--- config.mk ---
export PLATFORM = sky130hd
export DESIGN_NAME = des_sbox_sched
export DESIGN_NICKNAME = d
export VERILOG_FILES = /design/src/rtl/des_sbox_sched.sv
export SDC_FILE = /design/constraint.sdc
export NUM_CORES = 1
export LEC_CHECK = 0
export ABC_AREA = 1
export CORE_MARGIN = 10
export CORE_UTILIZATION = 53
export DETAILED_ROUTE_END_ITERATION = 8
export GPL_TIMING_DRIVEN = 0
export PLACE_DENSITY = 0.85
export SLEW_MARGIN = 5
export SYNTH_ARGS = -nofsm -noshare
export SYNTH_HDL_FRONTEND = slang
export SYNTH_SLANG_ARGS = --single-unit
--- constraint.sdc ---
create_clock -name clk -period 4.3 [get_ports clk]
set_input_delay 0.645 -clock clk [delete_from_list [all_inputs] [get_ports clk]]
set_output_delay 0.645 -clock clk [all_outputs]
set_load 0.05 [all_outputs]
--- src/rtl/des_sbox_sched.sv ---
// DES S-box lookup sequencer: one shared synchronous ROM bank,
// eight lookups per word, 32-bit pre-P result over valid/ready.
module des_sbox_sched #(
  parameter int ROM_LAT = 1
) (
  input  logic        clk,
  input  logic        rstn,
  input  logic        in_valid,
  output logic        in_ready,
  input  logic [47:0] in_data,
  output logic        rom_en,
  output logic [2:0]  rom_sel,
  output logic [1:0]  rom_row,
  output logic [3:0]  rom_col,
  input  logic [3:0]  rom_dout,
  output logic        out_valid,
  input  logic        out_ready,
  output logic [31:0] out_data,
  output logic        busy
);

  typedef enum logic [1:0] {
    IDLE,
    ISSUE,
    DRAIN,
    DONE
  } state_t;

  state_t state, state_nx;

  logic [47:0] held;
  logic [2:0]  k;
  logic [5:0]  chunks [8];
  logic [5:0]  chunk;

  logic [2:0]  sel_q;
  logic [1:0]  row_q;
  logic [3:0]  col_q;

  logic [ROM_LAT-1:0] pv;
  logic [2:0]         pidx [ROM_LAT];
  logic               cap;
  logic [2:0]         cap_idx;

  for (genvar i = 0; i < 8; i++) begin : g_chunk
    assign chunks[i] = held[47-6*i -: 6];
  end

  assign chunk   = chunks[k];
  assign cap     = pv[ROM_LAT-1];
  assign cap_idx = pidx[ROM_LAT-1];

  assign in_ready  = (state == IDLE);
  assign busy      = (state != IDLE);
  assign out_valid = (state == DONE);
  assign rom_en    = (state == ISSUE);

  // Address lines follow the live chunk while issuing, else hold.
  assign rom_sel = rom_en ? k : sel_q;
  assign rom_row = rom_en ? {chunk[5], chunk[0]} : row_q;
  assign rom_col = rom_en ? chunk[4:1] : col_q;

  always_comb begin
    state_nx = state;
    unique case (state)
      IDLE:  if (in_valid) state_nx = ISSUE;
      ISSUE: if (k == 3'd7) state_nx = DRAIN;
      DRAIN: if (cap && cap_idx == 3'd7) state_nx = DONE;
      DONE:  if (out_ready) state_nx = IDLE;
      default: state_nx = IDLE;
    endcase
  end

  always_ff @(posedge clk or negedge rstn) begin
    if (!rstn) begin
      state <= IDLE;
    end else begin
      state <= state_nx;
    end
  end

  always_ff @(posedge clk or negedge rstn) begin
    if (!rstn) begin
      held  <= '0;
      k     <= '0;
      sel_q <= '0;
      row_q <= '0;
      col_q <= '0;
    end else begin
      if (state == IDLE && in_valid) begin
        held <= in_data;
        k    <= '0;
      end
      if (rom_en) begin
        k     <= k + 3'd1;
        sel_q <= rom_sel;
        row_q <= rom_row;
        col_q <= rom_col;
      end
    end
  end

  // Tracks each lookup until its ROM data is due.
  always_ff @(posedge clk or negedge rstn) begin
    if (!rstn) begin
      pv <= '0;
      for (int i = 0; i < ROM_LAT; i++) begin
        pidx[i] <= '0;
      end
    end else begin
      pv[0]   <= rom_en;
      pidx[0] <= k;
      for (int i = 1; i < ROM_LAT; i++) begin
        pv[i]   <= pv[i-1];
        pidx[i] <= pidx[i-1];
      end
    end
  end

  always_ff @(posedge clk or negedge rstn) begin
    if (!rstn) begin
      out_data <= '0;
    end else if (cap) begin
      for (int j = 0; j < 8; j++) begin
        if (cap_idx == 3'(j)) begin
          out_data[31-4*j -: 4] <= rom_dout;
        end
      end
    end
  end

endmodule

After elaboration in Yosys (flattened, before gate mapping)
Index checks and enable logic that the tools add are counted.
{ "op_classes": {"n_addsub": 1, "mul": 0, "n_div": 0, "n_lt_le_gt_ge": 1, "eq_ne": 15, "n_shift": 0, "muxes": 13, "bitwise_logic": 1, "n_reduce_logical": 15} }
{ "op_table": {"columns": ["operator", "n"], "rows": [
  ["$bmux 6 s3", 1],
  ["$reduce_and 2->1", 8],
  ["$eq 3x3->1 const B", 5],
  ["$mux 6", 2],
  ["$mux 2", 5],
  ["$mux 3", 3],
  ["$pmux 2 s4", 1],
  ["$eq 3x2->1 const B", 2],
  ["$eq 2x2->1 const B", 2],
  ["$ge 4x4->1 const B", 1],
  ["$mux 4", 1],
  ["$ne 2x1->1 const B", 2],
  ["$ne 2x2->1 const B", 2],
  ["$not 3->4", 1],
  ["$reduce_and 4->1", 1],
  ["$reduce_bool 2->1", 2],
  ["$add 3x1->3 const B", 1],
  ["$eq 3x1->1 const B", 1],
  ["$logic_not 3->1", 1],
  ["$eq 2x1->1 const B", 1],
  ["$logic_and 1x1->1", 2],
  ["$logic_not 2->1", 1]
]} }
{ "totals": {"reg_bits": 98, "latchBits": 0, "ram_bits": 0, "romBits": 0, "inputBits": 56, "output_inout_bits": 45, "n_memories": 0} }

Depth between registers and ports, before layout
Gate-level depths: netlist of run 1.
{ "logic_depth": {"ltp_word": 5, "depth_mapped": 9, "depth_no_buf": 9} }

Least setup slack after synthesis of run 1
Ideal clock, no wire load.
{ "synth_path": {"path_kind": "register to output", "startpoint": "reg state[1]", "endpoint": "out rom_sel[1]", "arrival_ps": 2528, "required_ps": 3655, "slack_ps": 1127, "stages_incl_launch_ff": 6, "path_buffers": 1, "path_cell_list": "dfrtp_1 inv_1 ha_1 inv_1 buf_2 o21ai_0"} }
{ "synth_via": {"elab_chain_cells": 2} }
{ "synth_lines": {"columns": ["element", "line", "rtl"], "rows": [
  ["from (decl)", "29", "state_t state, state_nx;"],
  ["from (signal assigned)", "78", "state <= state_nx;"],
  ["$eq 2x1->1", "56", "assign rom_en = (state == ISSUE);"],
  ["via rom_en", "11", "output logic rom_en,"],
  ["$mux 3", "59", "assign rom_sel = rom_en ? k : sel_q;"],
  ["to (decl)", "12", "output logic [2:0] rom_sel,"]
]} }
The timed path passes the listed nets, and every way through them passes these cells.

Worst setup path in the final report of run 1
{ "layout_path": {"startpoint": "reg state[1]", "endpoint": "out rom_col[0]"} }
{ "layout_via": {"elab_chain_cells": 2} }
{ "layout_lines": {"columns": ["element", "line", "rtl"], "rows": [
  ["$eq 2x1->1", "56", null],
  ["$mux 4", "61", "assign rom_col = rom_en ? chunk[4:1] : col_q;"],
  ["to (decl)", "14", "output logic [3:0] rom_col,"]
]} }
Every way passes these cells.

==> results of run 1 <==
## critical path: stages (launching register included)
cell and delay [ns]:
dfrtp_1 0.42, inv_1 0.09, ha_1 0.32, inv_1 0.14, nor2_1 0.36, nand3_1 0.18, nand3_1 0.15, clkdlybuf4s50_1 0.82
## stage by stage
step | hold WS (ns) | utilization (%) | instances
3_5_place_dp | 0.412 | 69.4 | 658
6_report | 0.216 | 71.8 | 674
5_1_grt | 0.237 | 71.8 | 674
3_3_place_gp | 0.403 | 69.1 | 657
4_1_cts | 0.225 | 71.8 | 674
2_1_floorplan | 0.349 | - | 455
## state kept, by name (all words and copies together) (netlist names)
register / flops
cap_idx: 3
col_q: 4
cap: 1
sel_q: 3
state: 2
chunks: 48
out_data: 32
k: 3
row_q: 2
## final cells by class
class	instances	area share [%]
tap	102	2.29
buffer	16	1.82
sequential	98	44.0
timing repair buffer	101	18.4
clock inverter	7	1.05
multi-input combinational	298	27.4
inverter	43	2.89
clock buffer	9	2.22
## cells in the mapped netlist (all sizes together)
cell type	number
a21oi	24
buf	16
dfrtp	98
ha	6
inv	43
mux2	24
nand2	127
nand3	45
nor2	35
o21ai	35
o21bai	1
or2	1
## worst max-delay path by stage
stage | start | endpoint | slack, ns
finish | state[1] | rom_col[0] | 0.80
global route | state[1] | rom_col[0] | 0.60
CTS | state[1] | rom_col[0] | 0.79
detailed placement | state[1] | rom_col[0] | 1.22
global placement | rstn | chunks[41] | -0.86
floorplan | state[1] | rom_sel[1] | 1.13
## power groups by stage
| stage | Combinational [W] | Clock (W) | Sequential [W] |
|---|---|---|---|
| final | 0.00263 | 0.000556 | 0.00159 |
| after global routing | 0.00284 | 0.000599 | 0.00163 |
| after CTS | 0.00265 | 0.000563 | 0.00159 |
| after detailed placement | 0.00263 | 0 | 0.00161 |
| after global placement | 0.00255 | 0 | 0.00158 |
| after floorplan | 0.00132 | 0 | 0.00205 |
## metal layers
metal  GRT usage, %  vias to the layer above  share of wire, %
met2           30.2                      125                48
met1           22.1                     1646                41
met5              0                        -                 0
li1               -                     1679                 -
met4           6.41                        0               1.6
met3           5.32                       19               8.4
## cell families after synthesis
group	share of synthesized area, %
flip-flops	57.8
AO/OA/AOI/OAI	7.14
AND/OR/NAND/NOR	19.8
buffers and inverters	6.20
multiplexers	7.26
adder cells (fa/ha/maj)	1.77
==> out/metrics.csv, run 1 <==
stage;metric;value;unit
drt;ANT nets after route;0;
run_status;status;finished clean;
global_route;initial antenna violation count;0;
yosys;Yosys top cell by area;dfrtp_1;
die;die area;0.0120;mm^2
die;die height;109;um
clocking;CTS root buf;clkbuf_8;
finish;area occupied by multi-input gates;0.00153;mm^2
die;Core Region;0.00777;mm^2
finish;commonest non-fill, non-tap cells in the layout;nand2_1, clkdlybuf4s50_1, dfrtp_1;
flow_run;Max-Cap Viols;0;
die;initial cell density of the core;54.6;%
timing;fin crit share;81.4;%
yosys;mapped cell area;0.00424;mm^2
finish;Final Instance Area;0.00558;mm^2
timing;Max Transition Viols Final;0;
timing;setup slack after layout;0.798;ns
yosys;Syn Inst Count;455;
finish;fill count;568;
timing;Max-slew headroom;64.0;%
drt;# DRC;0;
clocking;CTS tree;done;
placed_design;gpl congestion;0.859;
clocking;Clk pin slew, worst setup/hold paths;0.10;ns
finish;ANT cells;0;
yosys;Synth Register Bits;98;
clocking;Clock Sink Count;98;
worst_setup_path;Worst EP required;3.65;ns
yosys;proportion of synthesized chip area in sequential cells;57.8;%
min_path;Worst Hold Class;input pin to asynchronous set/reset pin;
clocking;Clock Path Buffers;2;
drt;total wire length;10700;um
worst_setup_path;WS Path Type;flip-flop to primary output;
pwr;sequential share of power;33.3;%
global_route;largest net degree at the start of global routing;66;
pwr;Comb pwr share;55.0;%
yosys;Synth area leaders;dfrtp_1, nand2_1, nand3_1;
worst_setup_path;Reg-to-Reg End;col_q[0];
die;num rows;32;
timing;clock skew;0.0128;ns
timing;Fin Setup TNS;0;ns
placed_design;DP Area;0.00539;mm^2
pwr;Psw;0.00225;W
clocking;Num CTS Buffers;9;
timing;# setup viols final;0;
drt;first drt pass iteration count;5;
yosys;Synth top area share;57.8;%
pwr;overall power;0.00477;W
worst_setup_path;crit-path max FO;8;
finish;Layout Nets;629;
drt;via count;3469;
drt;WL/cell;15.9;um
pwr;Pleak;2.75;nW
finish;FF+latch area;0.00245;mm^2
timing;unrepaired setup endpoints after global routing;false;
clocking;Hold Buf Count CTS;0;
clocking;Worst-Skew Late Latency;0.37;ns
timing;final worst path period need;3.50;ns
worst_setup_path;CP Launch Type;flip-flop;
global_route;GR Util All Layers;18.2;%
global_route;vias in the first global route;3577;
die;io pins;101;
finish;share of layout cells above drive strength 1;10.3;%
global_route;GRT overflow;0;
die;die width;109;um
placed_design;dpl ws;1.22;ns
yosys;Synth warnings;0;
yosys;Synth Net Count;517;
clocking;cts repair resizes;0;
drt;vias per cell;5.15;
pwr;Clock Power Share;11.7;%
worst_setup_path;crit end category;primary output;
global_route;first-pass GRT wire length;17300;um
pwr;peak supply drop;0.000706;V
worst_setup_path;critical path arrival;2.86;ns
timing;fmax;286;MHz
yosys;syn avg cell area;9.32;um^2
clocking;post-CTS setup buffers;0;
clocking;htree depth;3;
timing;Worst Tran Pin Value;0.538;ns
pwr;Int Power;0.00252;W
timing;Final Hold Fails;0;
placed_design;port bufs;100;
worst_setup_path;r2r setup slk;2.60;ns
drt;initial drt markers;180;
placed_design;post-DP HPWL;8100;um
pwr;sw frac;47.2;%
yosys;post-synth cell types;17;
finish;layout overhead on the synthesized area;31.5;%
pwr;Power Density;856;mW/mm^2
worst_setup_path;worst reg-to-reg path cell count;6;
worst_setup_path;Reg-to-Reg Start;state[1];
finish;commonest non-fill, non-tap cell in the layout;nand2_1;
Note: power is estimated with default switching activity, not from simulation.
==> inputs of run 2 (changes only) <==
--- a/config.mk
+++ b/config.mk
@@ -7,10 +7,10 @@
 export LEC_CHECK = 0
 export ABC_AREA = 1
 export CORE_MARGIN = 10
-export CORE_UTILIZATION = 53
+export CORE_UTILIZATION = 45
 export DETAILED_ROUTE_END_ITERATION = 8
 export GPL_TIMING_DRIVEN = 0
-export PLACE_DENSITY = 0.85
+export PLACE_DENSITY = 0.77
 export SLEW_MARGIN = 5
 export SYNTH_ARGS = -nofsm -noshare
 export SYNTH_HDL_FRONTEND = slang
==> constraint.sdc (replaced) <==
create_clock -name clk -period 2.9 [get_ports clk]
set_input_delay 0.435 -clock clk [delete_from_list [all_inputs] [get_ports clk]]
set_output_delay 0.435 -clock clk [all_outputs]
set_load 0.05 [all_outputs]
==> run 2 against run 1 <==
  * Sequential power increased by 48%
  * Count of clock-buffer cells in the layout is the same
  * Sequential cell count did not move
  * Global-route usage is 2.2 points lower
  * Critical path type unchanged
  * Largest power group unchanged
==> out/metrics.csv, run 2 (synthesis gave the netlist of run 1 again) <==
stage;metric;value;unit
die;die area;0.0137;mm^2
global_route;first-pass GRT wire length;17200;um
worst_setup_path;critical path arrival;2.31;ns
worst_setup_path;Reg-to-Reg End;chunks[20];
placed_design;port bufs;100;
run_status;status;finished clean;
placed_design;DP Area;0.00541;mm^2
clocking;Clock Sink Count;98;
clocking;htree depth;3;
clocking;Hold Buf Count CTS;0;
clocking;CTS root buf;clkbuf_8;
clocking;CTS tree;done;
pwr;Pleak;2.77;nW
die;die height;117;um
drt;first drt pass iteration count;7;
drt;WL/cell;15.5;um
clocking;Worst-Skew Late Latency;0.36;ns
global_route;GR Util All Layers;15.9;%
timing;setup slack after layout;0.152;ns
worst_setup_path;worst reg-to-reg path cell count;6;
flow_run;Max-Cap Viols;0;
drt;# DRC;0;
worst_setup_path;Worst Setup SP;state[1];
die;io pins;101;
clocking;Clock Path Buffers;2;
finish;Layout Nets;629;
drt;via count;3458;
timing;clock skew;0.0114;ns
timing;Max Transition Viols Final;0;
die;initial cell density of the core;46.1;%
worst_setup_path;Reg-to-Reg Start;state[0];
timing;# setup viols final;0;
worst_setup_path;Setup crit end;rom_sel[1];
worst_setup_path;Worst EP required;2.47;ns
finish;layout overhead on the synthesized area;32.6;%
drt;initial drt markers;196;
min_path;Worst Hold Class;input pin to asynchronous set/reset pin;
clocking;Clk pin slew, worst setup/hold paths;0.10;ns
worst_setup_path;r2r setup slk;1.24;ns
finish;max FFs per register;48;
drt;ANT nets after route;0;
worst_setup_path;Worst path slowest cell;dlygate4sd2_1;
global_route;GRT overflow;0;
timing;fmax;364;MHz
worst_setup_path;WS Path Type;flip-flop to primary output;
timing;hold slack final;0.0894;ns
worst_setup_path;crit-path max FO;10;
drt;total wire length;10600;um
die;num rows;35;
finish;share of layout cells above drive strength 1;11.5;%
timing;Worst Tran Pin Value;0.644;ns
drt;vias per cell;5.06;
clocking;post-CTS setup buffers;0;
finish;commonest non-fill, non-tap cells in the layout;nand2_1, dfrtp_1, clkdlybuf4s50_1;
clocking;Num CTS Buffers;9;
pwr;Power Density;1260;mW/mm^2
worst_setup_path;CP peak stage delay;0.56;ns
placed_design;gpl congestion;0.810;
die;Core Region;0.00920;mm^2
timing;final worst path period need;2.75;ns
die;die width;117;um
placed_design;dpl ws;0.0328;ns
timing;fin crit share;94.8;%
finish;fill count;813;
finish;ANT cells;0;
timing;Final Hold Fails;0;
global_route;initial antenna violation count;0;
global_route;largest net degree at the start of global routing;51;
finish;Final Instance Area;0.00562;mm^2
worst_setup_path;most frequent CP cell;inv_1;
finish;commonest non-fill, non-tap cell in the layout;nand2_1;
worst_setup_path;CP Launch Type;flip-flop;
timing;Fin Setup TNS;0;ns
global_route;vias in the first global route;3515;
worst_setup_path;crit end category;primary output;
pwr;peak supply drop;0.00109;V
worst_setup_path;CP cell instances;inv_1 > ha_1 > inv_1 > buf_2 > o21ai_1 > dlygate4sd2_1;
timing;Max-slew headroom;57.1;%
placed_design;post-DP HPWL;8080;um
[run 2: worst min path at each step]
| stage | start | to | slack, ns | cells past startpoint |
|---|---|---|---|---|
| global route | rstn | out_data[26] | 0.14 | 1 |
| detailed placement | k[0] | cap_idx[0] | 0.43 | 0 |
| global placement | k[0] | cap_idx[0] | 0.41 | 0 |
| CTS | rstn | out_data[21] | 0.11 | 1 |
| finish | rstn | out_data[29] | 0.09 | 1 |
| floorplan | rstn | cap | 0.14 | 0 |
[run 2: metal layers]
layer / up-vias / routed length (um) / global-route usage (%) / share of wire, %
met4: 0 / 152 / 5.93 / 1.4
met2: 119 / 4950 / 26.1 / 47
li1: 1679 / - / - / -
met3: 9 / 830 / 4.08 / 7.8
met1: 1651 / 4680 / 19.9 / 44
met5: - / 0 / 0 / 0
[run 2: final cells by class]
class,count,area [um^2],area share [%]
Tap cell,111,139,2.47
Buffer,16,101,1.80
Sequential cell,98,2450,43.6
Clock inverter,7,76.3,1.36
Multi-Input combinational cell,298,1530,27.3
Inverter,43,161,2.87
Clock buffer,9,124,2.20
Timing Repair Buffer,101,1030,18.4
[run 2: power breakdown]
group,switching [W],internal (W)
Combinational,0.00248,0.00136
Clock,0.000496,0.000405
Sequential,0.000329,0.00202
Total,0.00330,0.00379
[run 2: critical path: cells and delay by family (launching register included)]
kind                     cells  cell delay [ns]
buffers and inverters        4             1.03
flip-flops                   1             0.42
adder cells (fa/ha/maj)      1             0.31
AO/OA/AOI/OAI                1             0.19
[run 2: through the flow]
stage | power (W) | instances | util [%]
global placement | 0.00615 | 666 | 58.5
global route | 0.00760 | 683 | 61.1
floorplan | 0.00499 | 455 | -
detailed placement | 0.00626 | 667 | 58.8
CTS | 0.00714 | 683 | 61.0
finish | 0.00709 | 683 | 61.1
[run 2: what timing repair did]
action / CTS / global route
resized for setup: 20 / 4
setup endpoints to repair: 8 / 6
pin swaps: 0 / 0
==> inputs of run 3 (changes only) <==
--- a/config.mk
+++ b/config.mk
@@ -6,7 +6,7 @@
 export NUM_CORES = 1
 export LEC_CHECK = 0
 export ABC_AREA = 1
-export CORE_MARGIN = 10
+export CORE_MARGIN = 1
 export CORE_UTILIZATION = 45
 export DETAILED_ROUTE_END_ITERATION = 8
 export GPL_TIMING_DRIVEN = 0
==> run 3 against run 2 <==
  * Worst setup slack better by 0.028 ns
  * Via count fell by 0.46%
  * Worst hold slack better by 0.35 ns
  * Routed wire length fell by 10%
  * Final cell count increased by 0.15%
  * Global-route usage grew 5.0 points
  * Highest routed layer unchanged
==> out/metrics.csv, run 3 (synthesis gave the netlist of run 1 again) <==
stage;metric;value;unit
worst_setup_path;crit-path max FO;10;
timing;Worst Tran Pin Value;0.544;ns
clocking;CTS tree;done;
drt;total wire length;9540;um
timing;unrepaired setup endpoints after global routing;false;
placed_design;dpl ws;0.0333;ns
global_route;initial antenna violation count;0;
timing;Final Hold Fails;0;
finish;share of layout cells above drive strength 1;11.3;%
clocking;Num CTS Buffers;9;
die;num rows;35;
pwr;peak supply drop;0.000867;V
clocking;CTS root buf;clkbuf_8;
timing;final worst path period need;2.72;ns
global_route;largest net degree at the start of global routing;73;
worst_setup_path;crit end category;primary output;
finish;commonest non-fill, non-tap cells in the layout;nand2_1, dfrtp_1, clkdlybuf4s50_1;
finish;area occupied by multi-input gates;0.00153;mm^2
global_route;GRT overflow;0;
clocking;Worst-Skew Late Latency;0.35;ns
timing;Fin Setup TNS;0;ns
die;die width;99.1;um
timing;clock skew;0.00498;ns
global_route;GR Util All Layers;20.9;%
drt;via count;3442;
worst_setup_path;Worst path slowest cell;dlygate4sd2_1;
placed_design;post-DP HPWL;6980;um
worst_setup_path;critical path arrival;2.29;ns
worst_setup_path;Worst EP required;2.47;ns
finish;fill count;793;
die;die area;0.00981;mm^2
drt;first drt pass iteration count;4;
drt;ANT nets after route;0;
timing;Max Transition Viols Final;0;
flow_run;Max-Cap Viols;0;
pwr;Power Density;1260;mW/mm^2
finish;commonest non-fill, non-tap cell in the layout;nand2_1;
timing;Max-slew headroom;63.7;%
worst_setup_path;CP cell instances;inv_1 > ha_1 > inv_1 > buf_2 > o21ai_1 > dlygate4sd2_1;
die;die height;99.1;um
drt;# DRC;0;
clocking;Clk pin slew, worst setup/hold paths;0.09;ns
placed_design;port bufs;100;
worst_setup_path;CP peak stage delay;0.56;ns
die;initial cell density of the core;46.1;%
worst_setup_path;most frequent CP cell;inv_1;
drt;WL/cell;13.9;um
timing;# setup viols final;0;
global_route;vias in the first global route;3457;
die;Core Region;0.00920;mm^2
worst_setup_path;CP Launch Type;flip-flop;
finish;Layout Nets;630;
timing;setup slack after layout;0.180;ns
placed_design;gpl congestion;0.825;
global_route;first-pass GRT wire length;16000;um
min_path;Worst Hold Class;flip-flop to flip-flop;
pwr;overall power;0.00714;W
finish;FF+latch area;0.00245;mm^2
timing;fin crit share;93.8;%
die;io pins;101;
finish;max FFs per register;48;
pwr;Pleak;2.79;nW
clocking;Clock Sink Count;98;
clocking;htree depth;3;
drt;initial drt markers;123;
finish;ANT cells;0;
finish;layout overhead on the synthesized area;33.1;%
drt;vias per cell;5.03;
timing;fmax;368;MHz
worst_setup_path;WS Path Type;flip-flop to primary output;
clocking;Clock Path Buffers;2;
run_status;status;finished clean;
[run 3: cell types whose count changed in the layout (fill, tap and decap cells not counted)]
cell and change:
clkbuf_8 +2, clkinvlp_4 -2, inv_6 -2, bufinv_16 +1, clkbuf_1 +1, clkbuf_2 +1, clkdlybuf4s15_1 -1, clkdlybuf4s15_2 -1
clkdlybuf4s50_1 +1, dlygate4sd2_1 +1, dlygate4sd3_1 +1, dlymetal6s2s_1 -1, nor2_2 +1, nor2_4 -1
[run 3: worst max-delay path, delay by kind of cell, from the launching register on]
family	cells	cell delay [ns]
fa+ha+maj	1	0.31
buf+inv	4	1.01
flops	1	0.42
compound gates	1	0.19
[run 3: repair_timing]
item	in CTS	in global routing
setup buffers	0	0
pin swaps	0	0
hold endpoints to repair	26	0
endpoints found under the setup margin	8	6
hold buffers	1	0
resized for setup	19	2
gates cloned	0	0
[run 3: layout make-up]
class | count | share of cell area, %
flip-flops and latches | 98 | 43.4
multi-input cells | 298 | 27.1
repair buffers | 102 | 18.3
clock buffers | 12 | 2.75
well taps | 111 | 2.46
inverters | 43 | 2.86
plain buffers | 16 | 1.80
clock inverters | 4 | 1.31
[run 3: worst paths after layout]
path / from / end / slack (ns) / cells past startpoint
worst max register to register: state[0] / chunks[25] / 1.26 / 6
worst min register to register: k[0] / cap_idx[0] / 0.44 / 0
worst max-delay path: state[1] / rom_sel[1] / 0.18 / 6
max in group asynchronous: rstn / sel_q[0] / 1.72 / 3
worst min-delay path: k[0] / cap_idx[0] / 0.44 / 0
min in group asynchronous: rstn / out_data[11] / 0.53 / 2
[run 3: power breakdown]
group	total (W)	internal (W)	switching (W)	leakage (nW)
clock network	0.000987	0.000534	0.000453	0.117
registers	0.00235	0.00202	0.000329	1.13
logic	0.00380	0.00135	0.00244	1.55
total	0.00714	0.00391	0.00323	2.79
[run 3: routing by layer]
metal  global-route usage, %  part of all wire [%]  up-vias
li1                        -                     -     1681
met1                    26.5                    45     1652
met2                    35.7                    49       96
met3                    3.97                   4.9       13
met4                    8.14                   1.3        0
met5                       0                     0        -
[run 3: per-stage QoR]
stage	instances	hold WS, ns	util (%)	instance area [um^2]
global route	684	0.461	61.4	5650
finish	684	0.437	61.4	5650
global placement	666	0.402	58.5	5380
detailed placement	667	0.375	58.8	5410
CTS	684	0.448	61.4	5650
floorplan	455	0.139	-	4240
